`src/rtl/timer_pkg.sv`:
```
// timer_pkg: shared FSM states, blank code and per-digit modulus for mux_timer
package timer_pkg;
  typedef enum logic [1:0] {IDLE, RUN, PAUSE, DONE} state_t;
  localparam logic [3:0] BLANK = 4'hF;
  function automatic logic [3:0] digit_mod(input int idx);
    return (idx == 2 || idx == 4) ? 4'd6 : 4'd10;
  endfunction
endpackage

```
`src/rtl/timer_bcd_digit.sv`:
```
// timer_bcd_digit: one modulo-MOD BCD counter digit with saturating load and ripple out
module timer_bcd_digit
  import timer_pkg::*;
#(
  parameter logic [3:0] MOD = 4'd10
) (
  input  logic       clk,
  input  logic       rst,
  input  logic       inc,
  input  logic       dec,
  input  logic       load,
  input  logic [3:0] d,
  output logic [3:0] q,
  output logic       ripple
);
  localparam logic [3:0] TOP = MOD - 4'd1;
  // carry when incrementing past TOP, borrow when decrementing below zero
  assign ripple = (inc && q == TOP) || (dec && q == 4'd0);
  always_ff @(posedge clk or negedge rst)
    if (!rst) q <= 4'd0;
    else if (load) q <= (d > TOP) ? TOP : d;
    else if (inc) q <= (q == TOP) ? 4'd0 : q + 4'd1;
    else if (dec) q <= (q == 4'd0) ? TOP : q - 4'd1;
endmodule

```
`src/rtl/mux_timer.sv`:
```
// mux_timer: BCD up/down timer with scanned digit output
// optional leading-zero blanking of digits >= 2 via LEADING_ZERO_BLANK_EN
module mux_timer
  import timer_pkg::*;
#(
  parameter int NUM_DIGITS = 8,
  parameter int TICK_DIV   = 10_000_000,
  parameter int SCAN_DIV   = 100_000
) (
  input  logic                          clk,
  input  logic                          rst,
  input  logic                          start,
  input  logic                          pause,
  input  logic                          load,
  input  logic                          dir,
  input  logic [4*NUM_DIGITS-1:0]       preset,
  output logic [3:0]                    seg_data,
  output logic [$clog2(NUM_DIGITS)-1:0] seg_an,
  output logic                          running,
  output logic                          done,
  output logic [4*NUM_DIGITS-1:0]       value
);
  localparam int TW = $clog2(TICK_DIV);
  localparam int SW = $clog2(SCAN_DIV);
  localparam int AW = $clog2(NUM_DIGITS);
  localparam int VW = 4 * NUM_DIGITS;
  localparam logic [TW-1:0] TMAX = TW'(TICK_DIV - 1);
  localparam logic [SW-1:0] SMAX = SW'(SCAN_DIV - 1);
  localparam logic [AW-1:0] AMAX = AW'(NUM_DIGITS - 1);
  state_t state, state_n;
  logic done_n;
  logic [TW-1:0] tcnt;
  logic [SW-1:0] scnt;
  logic [3:0] dig [NUM_DIGITS];
  logic [NUM_DIGITS:0] en;
  logic tick, dn_tick, zero, one, underflow;
  assign tick = state == RUN && tcnt == TMAX;
  assign dn_tick = tick && !dir;
  assign zero = value == '0;
  assign one = value == VW'(1);
  assign en[0] = tick;
  // a borrow out of the top digit means a down tick at zero: clamp to zero
  assign underflow = en[NUM_DIGITS] && !dir;
  assign running = state == RUN;
  for (genvar i = 0; i < NUM_DIGITS; i++) begin : g_dig
    timer_bcd_digit #(.MOD(digit_mod(i))) u_dig (
      .clk(clk),
      .rst(rst),
      .inc(en[i] && dir),
      .dec(en[i] && !dir),
      .load(load || underflow),
      .d(load ? preset[4*i +: 4] : 4'd0),
      .q(dig[i]),
      .ripple(en[i+1])
    );
    assign value[4*i +: 4] = dig[i];
  end
  always_ff @(posedge clk or negedge rst)
    if (!rst) begin
      state <= IDLE;
      done  <= 1'b0;
    end else begin
      state <= state_n;
      done  <= done_n;
    end
  always_comb begin
    state_n = state;
    done_n  = 1'b0;
    if (load) state_n = IDLE;
    else if (start && state != RUN) begin
      state_n = (!dir && zero) ? DONE : RUN;
      done_n  = !dir && zero;
    end else if (dn_tick && (zero || one)) begin
      state_n = DONE;
      done_n  = 1'b1;
    end else if (pause && state == RUN) state_n = PAUSE;
  end
  // prescaler only advances in RUN so a pause keeps its phase
  always_ff @(posedge clk or negedge rst)
    if (!rst) tcnt <= '0;
    else if (load) tcnt <= '0;
    else if (state == RUN) tcnt <= tick ? '0 : tcnt + TW'(1);
  always_ff @(posedge clk or negedge rst)
    if (!rst) begin
      scnt   <= '0;
      seg_an <= '0;
    end else if (scnt == SMAX) begin
      scnt   <= '0;
      seg_an <= (seg_an == AMAX) ? '0 : seg_an + AW'(1);
    end else scnt <= scnt + SW'(1);
`ifdef LEADING_ZERO_BLANK_EN
  logic [NUM_DIGITS:0] hz;
  always_comb begin
    hz = '0;
    hz[NUM_DIGITS] = 1'b1;
    for (int k = NUM_DIGITS - 1; k >= 0; k--) hz[k] = hz[k+1] && dig[k] == 4'd0;
  end
  assign seg_data = (seg_an >= AW'(2) && hz[seg_an]) ? BLANK : dig[seg_an];
`else
  assign seg_data = dig[seg_an];
`endif
endmodule

```
`config.mk`:
```
export PLATFORM = sky130hd
export DESIGN_NAME = mux_timer
export DESIGN_NICKNAME = d
export VERILOG_FILES = /design/src/rtl/timer_pkg.sv /design/src/rtl/timer_bcd_digit.sv /design/src/rtl/mux_timer.sv
export SDC_FILE = /design/constraint.sdc
export NUM_CORES = 1
export LEC_CHECK = 0
export ABC_AREA = 1
export CELL_PAD_IN_SITES_DETAIL_PLACEMENT = 1
export CELL_PAD_IN_SITES_GLOBAL_PLACEMENT = 1
export CORE_MARGIN = 10
export CORE_UTILIZATION = 40
export CTS_CLUSTER_SIZE = 16
export DETAILED_ROUTE_END_ITERATION = 10
export PLACE_DENSITY_LB_ADDON = 0.1
export SYNTH_ARGS = -nofsm -noshare
export SYNTH_HDL_FRONTEND = slang
export SYNTH_SLANG_ARGS = --single-unit
```
`constraint.sdc`:
```
create_clock -name clk -period 2.78 [get_ports clk]
set_input_delay 0.834 -clock clk [delete_from_list [all_inputs] [get_ports clk]]
set_output_delay 0.834 -clock clk [all_outputs]
set_load 0.01 [all_outputs]
```
# After elaboration in Yosys (flattened, before gate mapping)
# Index checks and enable logic that the tools add are counted.
# classes
n_addsub	19
n_mux	72
bitwise_logic	1
reduce_logical	68
eq_ne	14
order_cmp	9
# ops
cell	count
4-bit 2-to-1 mux	58
24-bit 2-to-1 mux	3
1-bit logical AND	38
4-bit by 1-bit adder with 4-bit output (second input constant)	8
32-bit by 1-bit == test with 1-bit output (second input constant)	1
32-bit logical NOT	1
4-bit logical NOT	8
4-bit by 1-bit subtractor with 4-bit output (second input constant)	8
24-bit by 1-bit adder with 24-bit output (second input constant)	1
24-bit == test (second input constant)	1
4-bit == test (second input constant)	6
4-bit greater-than comparator (second input constant)	6
3-bit nonzero test	8
17-bit by 1-bit adder with 17-bit output (second input constant)	1
17-bit == test (second input constant)	1
17-bit 2-to-1 mux	1
4-bit binary-select mux with 3-bit select	1
1-bit logical OR	10
2-bit 2-to-1 mux	5
4-bit by 3-bit == test with 1-bit output (second input constant)	2
4-bit by 3-bit greater-than comparator with 1-bit output (second input constant)	2
4-bit greater-or-equal comparator (second input constant)	1
3-bit inverter with 4-bit output	1
4-bit nonzero test	1
8 further kinds	10
# word_totals
input_bits	38
out_inout_bits	41
elab_cells	196
reg_bits	79

# Depth between registers and ports, before layout
# logic_depth
depth_word	29
mapped_depth	17
mapped_depth_nobuf	17

# By module
# Synthesis repeated with hierarchy kept, for this count alone.
# unflattened
cells_unflattened	1064
area_unflattened_um2	6458.7
# modules_own_cells
module	cells_per_inst	instances	seq_area_each_um2	area_each_um2
mux_timer	558	1	1176.1	3493.4
timer_bcd_digit (g_dig[0].u_dig ...)	64	6	100.1	374.1
timer_bcd_digit (g_dig[2].u_dig ...)	61	2	100.1	360.3

# Least setup slack after synthesis
# No wires, ideal clock.
# synth_path
path_kind	reg-to-output
start	register seg_an[0]
end	output seg_data[1]
required_ps	1946
setup_slack_ps	411
t_arrival_ps	1535
path_buffers	2
stages_incl_launch_ff	7
path_cell_list	dfrtp_1 clkbuf_1 clkinv_1 clkbuf_1 a21oi_1 o21ai_0 a31oi_1
# synth_via
elab_chain_len	4
# synth_lines
item	line_no	text
start: declaration	mux_timer.sv:18	output logic [$clog2(NUM_DIGITS)-1:0] seg_an,
start signal: assignment	mux_timer.sv:89	seg_an <= (seg_an == AMAX) ? '0 : seg_an + AW'(1);
3-bit inverter with 4-bit output (implied by the code)	mux_timer.sv:100	assign seg_data = dig[seg_an];
4-bit binary-select mux with 3-bit select	mux_timer.sv:100	
4-bit 2-to-1 mux (implied by the code) (2 in a row)	mux_timer.sv:100	
end: declaration	mux_timer.sv:17	output logic [3:0] seg_data,
# No other way between the ends. The select of a mux whose other input is x is not followed.

# Worst setup path after layout
# layout_path
start	register seg_an[0]
end	output seg_data[0]
# The elaborated chain is that of the path after synthesis.

==> results by group <==
GRT
  – GR Util All Layers: 20.9%
  – Initial antenna violation count: 0
  – Vias in the first global route: between 6,000 and 7,000
  – First-pass GRT wire length: approximately 35,000 um
  – Grt total ovfl: 0
  – Pin count of the biggest net entering global routing: 54

Floorplanning
  – Ports: 79
  – Die area: roughly 0.020 mm^2
  – FP Rows: 44
  – Die width: 142 um
  – Core Region: ~0.015 mm^2
  – Initial core utilization: between 40% and 50%
  – Die Ht: 142 um

Critical path
  – Crit path arrival time: 1870 ps
  – R2r worst-path depth: 15
  – Slowest cell delay on critical path: 380 ps
  – CP Class: reg -> out
  – Crit Path Max Fanout: 11
  – CP Cell Sequence: clkinv_2, buf_4, a21oi_1, a221oi_2, a31oi_1, dlygate4sd2_1
  – Buf/Inv on CP: 3
  – Slowest cell on the critical path: dfrtp_1
  – Top delay family on crit path: buffers and inverters
  – Reg-to-Reg Start: tcnt[0]
  – Setup crit end kind: output port
  – Req. time, crit path: approximately 2000 ps
  – Nature of the critical path startpoint: flip-flop
  – Critical path depth: 6
  – Crit. Startpoint: seg_an[0]

Detailed routing
  – Post-route ant nets: 0
  – Pre-antenna DRT Iters: 5
  – # DRC: 0
  – Avg Vias per Cell: 5.28
  – Drt total wl: 21,000 um
  – Number of DRC markers in iteration 0: 359
  – Drt wl/cell: 16.8 um
  – Via count: 6,572

Timing
  – Final Cycle Share: 97.4%
  – Worst setup margin: 73.3 ps
  – Worst slew pin tran: 533 ps
  – Final setup fails: 0
  – Final Hold Vio Count: 0
  – Crit path time final: approximately 2700 ps
  – Slew Limit Headroom: between 60% and 70%
  – Final worst clock skew: between 9 and 10 ps
  – Max Fclk: ~370 MHz
  – Pins Over Slew Limit: 0

Final layout
  – Filler Cells Inserted: 1,962
  – Commonest non-fill, non-tap cell in the layout: nand2_1
  – Final instance area: roughly 0.0076 mm^2
  – Layout Nets: 1,098
  – Diodes inserted: 0
  – Most frequent cells in the layout: nand2_1, inv_1, nor2_1
  – Area growth, synth to finish: 27.6%
  – Share of post-route cells with drive strength above 1: 11.5%

Synthesis
  – Mean post-synth cell area: 6.39 um^2
  – EDFF count, synth: 0
  – Mapped Cells: 936
  – Ys Warns: 0
  – Synth cell types: 47
  – Dominant cell type by area after synthesis: dfrtp_1
  – Post-synthesis cell area: 0.00598 mm^2
  – Syn_nets: between 900 and 1,000
  – Flops & latches, synth: 79
  – Yosys top cell area share: 33.0%
  – Synth async-reset ratio: 100%
  – Synth top area cells: dfrtp_1, nand2_1, inv_1
  – Register area share after synthesis: 33.0%
  – Prevailing post-synth register cell: dfrtp_1

Clocking
  – Clock root cell: clkbuf_16
  – # hold bufs at CTS: 0
  – CTS HTree Levels: 3
  – CTS buffer count: 9
  – Total setup buffers inserted after CTS: 0
  – Clock slew at reported path FFs: 70 ps
  – Clock Latency Late Sink: roughly 350 ps
  – Clock sinks: 79
  – Bufs on Longest Clock Path: 2
  – CTS tree: yes

Power
  – Power Density: roughly 460 mW/mm^2
  – Tot Pwr: 3.55 mW
  – Pleak: 3.68 nW
  – Max IR drop VDD: 0.256 mV

Place
  – I/O Buffers: 78
  – GPL Wtd Cong: 0.906
  – Detailed Place HPWL: 16,500 um
  – Place WS: -65.9 ps
  – Placement Cell Area: 0.00732 mm^2

Run status
  – Status: finished clean

Min path
  – Worst hold path class: in -> async

Run
  – Max cap viols: 0
-- path summary, 6_finish.rpt --
kind,end,slack (ps)
setup / recovery,seg_data[0],70
hold / removal,tcnt[19],390
setup reg to reg,g_dig[6].u_dig.q[0],320
hold reg to reg,scnt[0],480
max in group asynchronous,g_dig[6].u_dig.q[2],1750
min in group clk,scnt[0],480
-- routing by layer --
layer	wire length [um]	GRT usage, %	up-vias	part of all wire, %
li1	-	-	3271	-
met1	10100	28.2	3161	48
met2	9640	33.8	120	46
met3	919	3.67	20	4.4
met4	276	5.48	0	1.3
met5	0	0	-	0
-- logic make-up (layout without fill, tap and decap cells) --
group	Yosys count	count (layout)	synth area share [%]
and+or+nand+nor	521	521	39.1
buffers and inverters	161	285	10.3
AOI/OAI and AO/OA	157	157	14.6
DFF	79	79	33.0
xor gates and xnor gates	13	13	1.90
adders and majority gates	4	4	0.836
muxes	1	1	0.167
-- flip-flops by register name, indices dropped and copies added (netlist names) --
name and count:
scnt 17, state 2, g_dig.u_dig.q 32, seg_an 3, tcnt 24, done 1
-- Yosys cell counts, types with 2 or more instances --
| cell type | instances |
|---|---|
| nand2_1 | 256 |
| inv_1 | 130 |
| nor2_1 | 113 |
| dfrtp_1 | 79 |
| o21ai_0 | 71 |
| nand3_1 | 63 |
| a21oi_1 | 48 |
| nor3_1 | 19 |
| nand4_1 | 16 |
| xor2_1 | 13 |
| clkbuf_1 | 12 |
| nor2_2 | 12 |
| a31oi_1 | 9 |
| nand2_2 | 8 |
| inv_2 | 7 |
| nor4_1 | 7 |
| o22ai_1 | 7 |
| a221oi_1 | 5 |
| clkinv_1 | 5 |
| nor2_4 | 5 |
| buf_2 | 4 |
| ha_1 | 4 |
| nand3_2 | 4 |
| nand3b_1 | 4 |
| nand4_2 | 4 |
| or2_2 | 4 |
| o31ai_1 | 3 |
| a211oi_1 | 2 |
| a22oi_1 | 2 |
| clkbuf_2 | 2 |
| o21a_1 | 2 |
-- cell type report --
| class | count | area, um^2 | share of cell area (%) |
|---|---|---|---|
| multi-input combinational | 696 | 3400 | 44.5 |
| sequential | 79 | 1980 | 25.9 |
| timing repair buffer | 128 | 1180 | 15.5 |
| inverter | 142 | 538 | 7.05 |
| clock buffer | 11 | 253 | 3.31 |
| tap | 184 | 230 | 3.02 |
| clock inverter | 4 | 55.1 | 0.721 |
-- repair_timing --
item                                    CTS  global route
resized for setup                         8             7
pin swaps                                 0             0
endpoints found under the setup margin    4             4
-- where the power goes --
part           total [mW]  switching (mW)  internal, mW
clock network        1.26           0.516         0.744
logic                1.01           0.594         0.414
registers            1.28          0.0636          1.21
total                3.55            1.17          2.37
-- through the flow --
| step | hold slack [ps] | util, % | setup TNS, ps | cells |
|---|---|---|---|---|
| after detailed placement | 466 | 50.2 | -357 | 1229 |
| after floorplan | 433 | - | 0 | 936 |
| after global routing | 429 | 52.3 | -36.5 | 1244 |
| final | 395 | 52.3 | 0 | 1244 |
| after global placement | 454 | 50.2 | 0 | 1229 |
| after CTS | 416 | 52.3 | 0 | 1244 |
Note: power is estimated with default switching activity, not from simulation.
